File: src/rtl/branch_ctrl_pkg.sv
`default_nettype none
// +--------------------------------------------------------------------+
// | branch_ctrl_pkg : shared encodings for branch resolution and BHT   |
// | Revision 1.0                                                       |
// +--------------------------------------------------------------------+
package branch_ctrl_pkg;

  typedef enum logic [0:0] {
    S_IDLE  = 1'b0,
    S_FLUSH = 1'b1
  } state_e;

  localparam logic [1:0] c_BHT_SNT = 2'b00;
  localparam logic [1:0] c_BHT_WNT = 2'b01;
  localparam logic [1:0] c_BHT_WT  = 2'b10;
  localparam logic [1:0] c_BHT_ST  = 2'b11;

  localparam logic [2:0] c_FNC_BEQ  = 3'b000;
  localparam logic [2:0] c_FNC_BNE  = 3'b001;
  localparam logic [2:0] c_FNC_BLT  = 3'b100;
  localparam logic [2:0] c_FNC_BGE  = 3'b101;
  localparam logic [2:0] c_FNC_BLTU = 3'b110;
  localparam logic [2:0] c_FNC_BGEU = 3'b111;

  function automatic logic [1:0] bht_next(input logic [1:0] ctr, input logic taken);
    logic [1:0] r;
    r = ctr;
    if (taken) begin
      if (ctr != c_BHT_ST) r = ctr + 2'd1;
    end else begin
      if (ctr != c_BHT_SNT) r = ctr - 2'd1;
    end
    return r;
  endfunction

endpackage : branch_ctrl_pkg
`default_nettype wire

File: src/rtl/branch_ctrl_bht.sv
`default_nettype none
// +--------------------------------------------------------------------+
// | branch_bht : 2-bit saturating counter table, async read, sync upd  |
// | Revision 1.0                                                       |
// +--------------------------------------------------------------------+
module branch_bht
  import branch_ctrl_pkg::*;
#(
  parameter int BHT_BITS = 6
) (
  input  logic                clk,
  input  logic                rst_n,
  input  logic [BHT_BITS-1:0] i_rd_idx,
  output logic [1:0]          o_rd_ctr,
  input  logic                i_upd_en,
  input  logic [BHT_BITS-1:0] i_upd_idx,
  input  logic                i_upd_taken
);

  localparam int c_ENTRIES = 1 << BHT_BITS;

  logic [1:0] r_ctr [c_ENTRIES];

  always_ff @(posedge clk or negedge rst_n) begin
    if (!rst_n) begin
      for (int i = 0; i < c_ENTRIES; i++) r_ctr[i] <= c_BHT_WNT;
    end else if (i_upd_en) begin
      r_ctr[i_upd_idx] <= bht_next(r_ctr[i_upd_idx], i_upd_taken);
    end
  end

  // No write-through: a same-cycle update is visible only from the next cycle.
  assign o_rd_ctr = r_ctr[i_rd_idx];

endmodule : branch_bht
`default_nettype wire

File: src/rtl/branch_ctrl.sv
`default_nettype none
// +--------------------------------------------------------------------+
// | branch_ctrl : EX-stage branch resolve, redirect/flush, BHT, perf   |
// | Revision 1.0                                                       |
// +--------------------------------------------------------------------+
module branch_ctrl
  import branch_ctrl_pkg::*;
#(
  parameter int BHT_BITS     = 6,
  parameter int FLUSH_CYCLES = 2,
  parameter int CNT_W        = 32
) (
  input  logic             clk,
  input  logic             rst_n,
  input  logic [31:0]      i_if_pc,
  output logic             o_if_pred_taken,
  input  logic             i_ex_valid,
  input  logic             i_ex_is_branch,
  input  logic [2:0]       i_ex_funct3,
  input  logic [31:0]      i_ex_pc,
  input  logic [31:0]      i_ex_target,
  input  logic             i_ex_pred_taken,
  input  logic             i_stall,
  output logic [2:0]       o_branch_sel,
  output logic             o_branch_cmp_en,
  input  logic             i_branch_taken,
  output logic             o_redirect_valid,
  output logic [31:0]      o_redirect_pc,
  output logic             o_flush,
  input  logic             i_clr_cnt,
  output logic [CNT_W-1:0] o_branch_cnt,
  output logic [CNT_W-1:0] o_mispred_cnt
);

  localparam int c_FC_W = (FLUSH_CYCLES > 1) ? $clog2(FLUSH_CYCLES) : 1;

  state_e              r_state;
  state_e              w_state_nxt;
  logic [c_FC_W-1:0]   r_flush_cnt;
  logic [c_FC_W-1:0]   w_flush_cnt_nxt;
  logic                w_resolve;
  logic                w_mispred;
  logic [1:0]          w_rd_ctr;
  logic                r_redirect_valid;
  logic [31:0]         r_redirect_pc;
  logic [CNT_W-1:0]    r_branch_cnt;
  logic [CNT_W-1:0]    r_mispred_cnt;
  logic                w_unused_bits;

  always_comb begin
    w_state_nxt     = r_state;
    w_flush_cnt_nxt = r_flush_cnt;
    o_branch_cmp_en = 1'b0;
    o_flush         = 1'b0;
    case (r_state)
      S_IDLE: begin
        o_branch_cmp_en = i_ex_valid & i_ex_is_branch;
        if (w_resolve && w_mispred) begin
          w_state_nxt     = S_FLUSH;
          w_flush_cnt_nxt = c_FC_W'(FLUSH_CYCLES - 1);
        end
      end
      S_FLUSH: begin
        // Wrong-path instructions are ignored; stall does not hold the count.
        o_flush = 1'b1;
        if (r_flush_cnt == '0) w_state_nxt = S_IDLE;
        else                   w_flush_cnt_nxt = r_flush_cnt - c_FC_W'(1);
      end
      default: w_state_nxt = S_IDLE;
    endcase
  end

  always_ff @(posedge clk or negedge rst_n) begin
    if (!rst_n) begin
      r_state     <= S_IDLE;
      r_flush_cnt <= '0;
    end else begin
      r_state     <= w_state_nxt;
      r_flush_cnt <= w_flush_cnt_nxt;
    end
  end

  assign w_resolve    = o_branch_cmp_en & ~i_stall;
  assign w_mispred    = i_branch_taken ^ i_ex_pred_taken;
  assign o_branch_sel = i_ex_funct3;

  always_ff @(posedge clk or negedge rst_n) begin
    if (!rst_n) begin
      r_redirect_valid <= 1'b0;
      r_redirect_pc    <= '0;
    end else begin
      r_redirect_valid <= w_resolve & w_mispred;
      if (w_resolve && w_mispred)
        r_redirect_pc <= i_branch_taken ? i_ex_target : i_ex_pc + 32'd4;
    end
  end

  always_ff @(posedge clk or negedge rst_n) begin
    if (!rst_n) begin
      r_branch_cnt  <= '0;
      r_mispred_cnt <= '0;
    end else if (i_clr_cnt) begin
      r_branch_cnt  <= '0;
      r_mispred_cnt <= '0;
    end else if (w_resolve) begin
      r_branch_cnt <= r_branch_cnt + CNT_W'(1);
      if (w_mispred) r_mispred_cnt <= r_mispred_cnt + CNT_W'(1);
    end
  end

  branch_bht #(
    .BHT_BITS (BHT_BITS)
  ) u_bht (
    .clk         (clk),
    .rst_n       (rst_n),
    .i_rd_idx    (i_if_pc[BHT_BITS+1:2]),
    .o_rd_ctr    (w_rd_ctr),
    .i_upd_en    (w_resolve),
    .i_upd_idx   (i_ex_pc[BHT_BITS+1:2]),
    .i_upd_taken (i_branch_taken)
  );

  assign o_if_pred_taken  = w_rd_ctr[1];
  assign o_redirect_valid = r_redirect_valid;
  assign o_redirect_pc    = r_redirect_pc;
  assign o_branch_cnt     = r_branch_cnt;
  assign o_mispred_cnt    = r_mispred_cnt;

  assign w_unused_bits = ^{i_if_pc[31:BHT_BITS+2], i_if_pc[1:0], w_rd_ctr[0]};

endmodule : branch_ctrl
`default_nettype wire

File: config.mk
export PLATFORM = sky130hd
export DESIGN_NAME = branch_ctrl
export DESIGN_NICKNAME = d
export VERILOG_FILES = /design/src/rtl/branch_ctrl_pkg.sv /design/src/rtl/branch_ctrl_bht.sv /design/src/rtl/branch_ctrl.sv
export SDC_FILE = /design/constraint.sdc
export NUM_CORES = 1
export LEC_CHECK = 0
export ABC_CLOCK_PERIOD_IN_PS = 8900
export CORE_MARGIN = 3
export CORE_UTILIZATION = 54
export DETAILED_ROUTE_END_ITERATION = 16
export GPL_TIMING_DRIVEN = 0
export PLACE_DENSITY = 0.9
export SKIP_CTS_REPAIR_TIMING = 1
export SYNTH_ARGS = -nofsm -noshare
export SYNTH_HDL_FRONTEND = slang
export SYNTH_SLANG_ARGS = --single-unit
File: constraint.sdc
create_clock -name clk -period 8.9 [get_ports clk]
set_clock_uncertainty 0.1 [all_clocks]
set_input_delay 1.335 -clock clk [delete_from_list [all_inputs] [get_ports clk]]
set_output_delay 1.335 -clock clk [all_outputs]
set_load 0.005 [all_outputs]
==> impl_metrics.env, run 1 <==
export IMPL_r2r_end="o_mispred_cnt[29]"
export IMPL_place_ws_ns=3.07
export IMPL_number_of_vias_in_the_routed_layout=10612
export IMPL_synth_yosys_warnings=0
export IMPL_gp_congestion=1.05
export IMPL_run_status="finished clean"
export IMPL_cp_cell_sequence="clkbuf_1 -> buf_2 -> mux4_2 -> mux4_2 -> mux4_2 -> clkdlybuf4s50_1"
export IMPL_tritoncts="built"
export IMPL_r2r_setup_slack_ns=5.70
export IMPL_final_max_slew_viol_count=0
export IMPL_htreeDepth=1
export IMPL_numCtsBuffers=24
export IMPL_gr_total_overflow=0
export IMPL_grt_start_max_net_pins=96
export IMPL_die_area_um2=24200
export IMPL_vias_in_the_first_global_route=10725
export IMPL_timing_critical_path_buf_inv=3
export IMPL_vias_per_inst=6.34
export IMPL_clock_sinks=227
export IMPL_crit_path_start="i_if_pc[2]"
export IMPL_synth_edf_count=0
export IMPL_fraction_of_layout_instances_using_a_drive_strength_above_1_pct=18.5
export IMPL_timing_rr_start="r_state"
export IMPL_highest_layer="met5"
export IMPL_vdd_ir_drop_worst_v=0.000157
export IMPL_power_mw=2.61
export IMPL_netlist_instances=1172
export IMPL_fmax_ghz=0.170
export IMPL_synth_sequential_area_ratio_pct=47.7
export IMPL_setup_worst_path_end="o_if_pred_taken"
export IMPL_worst_endpoint_arrival_ns=4.46
export IMPL_core_area_um2=21900
export IMPL_hold_violations=0
export IMPL_num_nets_final=1485
export IMPL_maxCapViolations=0
export IMPL_crit_required_ns=7.47
export IMPL_async_flop_share_pct=100
export IMPL_fin_cells=1673
export IMPL_syn_num_nets=1282
export IMPL_timing_setup_critical_path_class="primary input to primary output"
export IMPL_reg2reg_depth=7
export IMPL_io_buffers=175
export IMPL_max_slew_worst_pin_slew_ns=0.856
export IMPL_worstSetupStartpointType="primary input"
export IMPL_setup_viol=0
export IMPL_layout_worst_path_cycle_share_pct=66.2
export IMPL_met2RoutedLength_um=16800
export IMPL_kind_of_cell_adding_the_most_delay_to_the_critical_path="multiplexers"
export IMPL_postSynthRegisterBits=227
export IMPL_start_util_pct=55.1
export IMPL_ioPinCount=210
export IMPL_wl_met1_um=13200
export IMPL_critical_path_max_stage_delay_ns=0.57
export IMPL_unrepaired_setup_endpoints_after_global_routing="false"
export IMPL_number_of_different_library_cells_in_the_post_synthesis_netlist=59
export IMPL_area_growth_pct=24.5
export IMPL_clk_root_buffer_cell="sky130_fd_sc_hd__clkbuf_16"
export IMPL_drtAntennaViolNets=0
export IMPL_floorplan_die_height_um=155
export IMPL_type_of_the_worst_min_delay_path="register to register"
export IMPL_final_routed_drc_violation_total=0
export IMPL_number_of_filler_cells_placed_in_the_layout=1522
export IMPL_max_slew_margin_pct=42.9
export IMPL_drt_total_wl_um=36500
export IMPL_endpoint_type_of_the_worst_setup_path="primary output"
export IMPL_pnr_worst_setup_slack_ns=3.01
export IMPL_dieWidth_um=155
export IMPL_critPathMaxFanout=10
export IMPL_antenna_found_initial=0
export IMPL_dp_hpwl_um=25800
export IMPL_final_min_clock_period_ns=5.89
export IMPL_drtPass1Iterations=6
export IMPL_dp_cells=1629
export IMPL_crit_path_frequent_cell="sky130_fd_sc_hd__mux4_2"
export IMPL_routed_wl_met3_um=4150
export IMPL_synth_area_um2=12100
export IMPL_first_pass_grt_wire_length_um=56800
export IMPL_synthesis_area_per_instance_um2=10.3
export IMPL_drt_iter0_drc=1482
export IMPL_ctsLongestPathBuffers=3
export IMPL_clock_insertion_delay_worst_skew_ns=0.52
export IMPL_synth_ff_type="sky130_fd_sc_hd__dfrtp_1"
export IMPL_num_antenna_cells=0
export IMPL_gr_usage_all_layers_pct=29.4
export IMPL_slowest_stage="sky130_fd_sc_hd__mux4_2"
export IMPL_rows=54
export IMPL_power_static_leakage_nw=6.27
export IMPL_wire_per_inst_um=21.8
export IMPL_cts_reportedPaths_clkPinSlew_ns=0.06
export IMPL_worst_path_stages=6
export IMPL_power_density_nw_per_um2=173
export IMPL_worst_hold_slack_ns=0.382
==> power breakdown <==
part,internal [mW],total (mW),switching (mW)
clock network,0.594,1.01,0.415
registers,1.12,1.17,0.0522
logic,0.206,0.424,0.219
==> state kept, by name, indices dropped and copies added, names as in the netlist <==
name              count
u_bht.r_ctr         128
r_flush_cnt           1
o_redirect_valid      1
o_redirect_pc        32
o_branch_cnt         32
r_state               1
o_mispred_cnt        32
==> cell usage in the layout (no fill, tap or decap), types with 5 or more instances in the layout <==
cell type and instances:
sky130_fd_sc_hd__a21oi_1 100, sky130_fd_sc_hd__mux2_2 69, sky130_fd_sc_hd__o21ai_0 48, sky130_fd_sc_hd__clkbuf_16 25
sky130_fd_sc_hd__and4_1 10, sky130_fd_sc_hd__buf_4 18, sky130_fd_sc_hd__clkbuf_1 33, sky130_fd_sc_hd__xnor2_1 26
sky130_fd_sc_hd__nor2_1 195, sky130_fd_sc_hd__nand2_1 101, sky130_fd_sc_hd__dfstp_2 64, sky130_fd_sc_hd__inv_1 15
sky130_fd_sc_hd__or3_1 13, sky130_fd_sc_hd__nor2b_1 10, sky130_fd_sc_hd__xor2_1 51, sky130_fd_sc_hd__nand3_1 37
sky130_fd_sc_hd__clkbuf_8 6, sky130_fd_sc_hd__a22oi_1 5, sky130_fd_sc_hd__mux4_2 31, sky130_fd_sc_hd__clkdlybuf4s50_1 174
sky130_fd_sc_hd__buf_1 8, sky130_fd_sc_hd__dfrtp_1 163, sky130_fd_sc_hd__nand4_1 22, sky130_fd_sc_hd__a31oi_1 17
sky130_fd_sc_hd__buf_6 12, sky130_fd_sc_hd__and3_1 17, sky130_fd_sc_hd__a221oi_1 15, sky130_fd_sc_hd__mux2_1 9
sky130_fd_sc_hd__mux2i_1 26, sky130_fd_sc_hd__buf_2 7
==> worst register-to-register path, delay by kind of cell (launching register included) <==
kind	cells	cell delay, ns
flip-flops	1	0.45
AND/OR/NAND/NOR	6	2.42
AO/OA/AOI/OAI	1	0.17
==> through the flow <==
stage	util (%)	TNS (ns)	cell area [um^2]
floorplan	-	0	12100
global placement	64.7	-450.43	14200
detailed placement	65.0	0	14200
CTS	68.6	0	15000
global route	68.6	0	15000
finish	68.6	0	15000
==> layout make-up <==
cell class	instances	area, um^2	area share (%)
buffer	70	429	2.86
multi-input combinational	857	5810	38.7
timing repair buffer	177	1810	12.1
sequential	227	5760	38.4
tap	280	350	2.33
inverter	18	67.6	0.450
clock buffer	39	738	4.92
clock inverter	5	52.6	0.350
==> layer usage <==
| layer | global-route usage (%) | vias up |
|---|---|---|
| li1 | - | 4558 |
| met1 | 37.6 | 5091 |
| met2 | 46.8 | 747 |
| met3 | 7.01 | 214 |
| met4 | 15.0 | 2 |
| met5 | 0.828 | - |
==> cells in the mapped netlist, drive strengths merged (5+ instances only) <==
cell type  count  share of area [%]
nor2         196                6.1
dfrtp        163                 34
nand2        101                3.1
a21oi        100                4.1
mux2          81                7.7
dfstp         64                 14
o21ai         51                2.1
xor2          51                3.7
buf           45                2.8
nand3         38                1.6
mux4          31                5.8
mux2i         26                2.2
xnor2         26                1.9
clkbuf        25               0.78
nand4         22                1.1
inv           18               0.56
a221oi        17                1.3
a31oi         17               0.88
and3          17               0.88
or3           13               0.67
and4          10               0.73
nor2b         10               0.52
a22oi          5               0.31
nor3           5               0.25
==> worst min path at each step <==
stage	startpoint	to	depth (start not counted)
final	o_redirect_pc[2]	o_redirect_pc[2]	2
after global routing	o_redirect_pc[2]	o_redirect_pc[2]	2
after CTS	o_redirect_pc[2]	o_redirect_pc[2]	2
after detailed placement	o_redirect_pc[2]	o_redirect_pc[2]	2
after global placement	r_flush_cnt	r_state	2
after floorplan	r_flush_cnt	r_state	2
==> logic make-up (layout without fill, tap and decap cells) <==
| kind of cell | count (synthesis) | count (layout) | synth area share [%] |
|---|---|---|---|
| compound gates | 206 | 206 | 10.1 |
| xor+xnor | 77 | 77 | 5.59 |
| fa+ha+maj | 5 | 5 | 0.519 |
| buf+inv | 88 | 309 | 4.12 |
| flops | 227 | 227 | 47.7 |
| mux | 138 | 138 | 15.6 |
| simple gates | 431 | 431 | 16.4 |
(Power assumes the default switching activity.)
==> run 2, diff against run 1 <==
--- a/config.mk
+++ b/config.mk
@@ -5,12 +5,12 @@
 export SDC_FILE = /design/constraint.sdc
 export NUM_CORES = 1
 export LEC_CHECK = 0
-export ABC_CLOCK_PERIOD_IN_PS = 8900
+export ABC_CLOCK_PERIOD_IN_PS = 5000
 export CORE_MARGIN = 3
-export CORE_UTILIZATION = 54
+export CORE_UTILIZATION = 48
 export DETAILED_ROUTE_END_ITERATION = 16
 export GPL_TIMING_DRIVEN = 0
-export PLACE_DENSITY = 0.9
+export PLACE_DENSITY = 0.85
 export SKIP_CTS_REPAIR_TIMING = 1
 export SYNTH_ARGS = -nofsm -noshare
 export SYNTH_HDL_FRONTEND = slang
==> constraint.sdc (replaced) <==
create_clock -name clk -period 5 [get_ports clk]
set_clock_uncertainty 0.1 [all_clocks]
set_input_delay 0.75 -clock clk [delete_from_list [all_inputs] [get_ports clk]]
set_output_delay 0.75 -clock clk [all_outputs]
set_load 0.005 [all_outputs]
==> impl_metrics.env, run 2 (synthesized netlist as in run 1, its figures left out) <==
export IMPL_run_status="finished clean"
export IMPL_clock_insertion_delay_worst_skew_ns=0.53
export IMPL_post_route_util_pct=61.7
export IMPL_vias_in_the_first_global_route=10367
export IMPL_ioPinCount=210
export IMPL_max_slew_margin_pct=43.1
export IMPL_grt_start_max_net_pins=87
export IMPL_ctsLongestPathBuffers=3
export IMPL_fmax_ghz=0.215
export IMPL_place_ws_ns=0.347
export IMPL_timing_rr_start="r_state"
export IMPL_clk_root_buffer_cell="sky130_fd_sc_hd__clkbuf_16"
export IMPL_vias_per_inst=6.08
export IMPL_maxCapViolations=0
export IMPL_power_density_nw_per_um2=314
export IMPL_tritoncts="built"
export IMPL_max_slew_worst_pin_slew_ns=0.854
export IMPL_registers_top_by_ff_count="u_bht.r_ctr"
export IMPL_dp_hpwl_um=26200
export IMPL_drtPass1Iterations=6
export IMPL_type_of_the_worst_min_delay_path="primary input to asynchronous set/reset pin"
export IMPL_cts_reportedPaths_clkPinSlew_ns=0.06
export IMPL_r2r_end="u_bht.r_ctr[49]"
export IMPL_gp_congestion=1.01
export IMPL_vdd_ir_drop_worst_v=0.000238
export IMPL_unrepaired_setup_endpoints_after_global_routing="false"
export IMPL_reg2reg_depth=7
export IMPL_power_mw=4.75
export IMPL_area_growth_pct=25.5
export IMPL_worst_endpoint_arrival_ns=3.80
export IMPL_worst_hold_slack_ns=0.0630
export IMPL_gr_usage_all_layers_pct=26.2
export IMPL_setup_viol=0
export IMPL_final_max_slew_viol_count=0
export IMPL_most_frequent_cells_in_the_layout="sky130_fd_sc_hd__nor2_1 (195), sky130_fd_sc_hd__clkdlybuf4s50_1 (174), sky130_fd_sc_hd__dfrtp_1 (163), sky130_fd_sc_hd__nand2_1 (101), sky130_fd_sc_hd__a21oi_1 (100)"
export IMPL_final_routed_drc_violation_total=0
export IMPL_power_static_leakage_nw=6.29
export IMPL_antenna_found_initial=0
export IMPL_largest_register_ff_count=128
export IMPL_core_area_um2=24500
export IMPL_floorplan_die_height_um=165
export IMPL_critPathMaxFanout=10
export IMPL_r2r_setup_slack_ns=1.78
export IMPL_final_min_clock_period_ns=4.65
export IMPL_worstSetupStartpointType="primary input"
export IMPL_drt_iter0_drc=1573
export IMPL_crit_required_ns=4.15
export IMPL_endpoint_type_of_the_worst_setup_path="primary output"
export IMPL_start_util_pct=49.2
export IMPL_number_of_vias_in_the_routed_layout=10440
export IMPL_first_pass_grt_wire_length_um=56100
export IMPL_hold_violations=0
export IMPL_num_nets_final=1486
export IMPL_drt_total_wl_um=36300
export IMPL_num_antenna_cells=0
export IMPL_dieWidth_um=165
export IMPL_drtAntennaViolNets=0
export IMPL_layout_worst_path_cycle_share_pct=93.1
export IMPL_htreeDepth=1
export IMPL_leading_cell_type_in_the_layout_fill_and_taps_excluded="sky130_fd_sc_hd__nor2_1"
export IMPL_rows=57
export IMPL_io_buffers=175
export IMPL_numCtsBuffers=25
export IMPL_gr_total_overflow=0
export IMPL_fraction_of_layout_instances_using_a_drive_strength_above_1_pct=18.8
export IMPL_wire_per_inst_um=21.1
export IMPL_clock_sinks=227
export IMPL_die_area_um2=27100
export IMPL_timing_setup_critical_path_class="primary input to primary output"
export IMPL_pnr_worst_setup_slack_ns=0.345
-- run 2: cell types whose count changed in the layout (fill, tap and decap cells not counted), sizes merged --
cell	before	now
clkinvlp	1	4
clkinv	3	4
bufinv	1	4
clkbuf	64	58
-- run 2: metal layers --
metal | vias to the layer above | part of all wire (%) | track usage [%]
met1 | 5045 | 38 | 34.8
met5 | - | 0 | 0
met2 | 675 | 46 | 41.0
met3 | 154 | 12 | 6.57
met4 | 0 | 4.9 | 11.2
li1 | 4566 | - | -
-- run 2: worst max-delay path: stages --
cell	delay [ns]
sky130_fd_sc_hd__clkbuf_1	0.48
sky130_fd_sc_hd__buf_2	0.49
sky130_fd_sc_hd__mux4_2	0.58
sky130_fd_sc_hd__mux4_2	0.50
sky130_fd_sc_hd__mux4_2	0.53
sky130_fd_sc_hd__clkdlybuf4s50_1	0.47
-- run 2: report_power, final --
part	leakage, nW	internal, mW	switching [mW]
logic	3.03	0.366	0.380
registers	2.85	1.99	0.0942
clock network	0.408	1.17	0.749
-- run 2: stage by stage --
step / TNS, ns / cells / cell area (um^2)
2_1_floorplan: 0 / 1172 / 12100
5_1_grt: 0 / 1718 / 15100
6_report: 0 / 1718 / 15100
4_1_cts: 0 / 1718 / 15100
3_5_place_dp: 0 / 1673 / 14300
3_3_place_gp: -1216.23 / 1671 / 14200
-- run 2: worst max-delay path by stage --
stage	startpoint	slack, ns	end	cells past startpoint
CTS	i_if_pc[2]	0.33	o_if_pred_taken	6
global placement	rst_n	-6.18	o_redirect_pc[17]	1
global route	i_if_pc[2]	0.22	o_if_pred_taken	6
floorplan	i_if_pc[2]	1.23	o_if_pred_taken	5
finish	i_if_pc[2]	0.35	o_if_pred_taken	6
detailed placement	i_if_pc[2]	0.35	o_if_pred_taken	6
-- run 2: cell type report --
class	instances	area (um^2)
timing repair buffer	177	1810
buffer	70	429
multi-input combinational	857	5810
inverter	18	67.6
clock inverter	12	170
sequential	227	5760
clock buffer	33	686
tap	324	405
fill	1939	9400
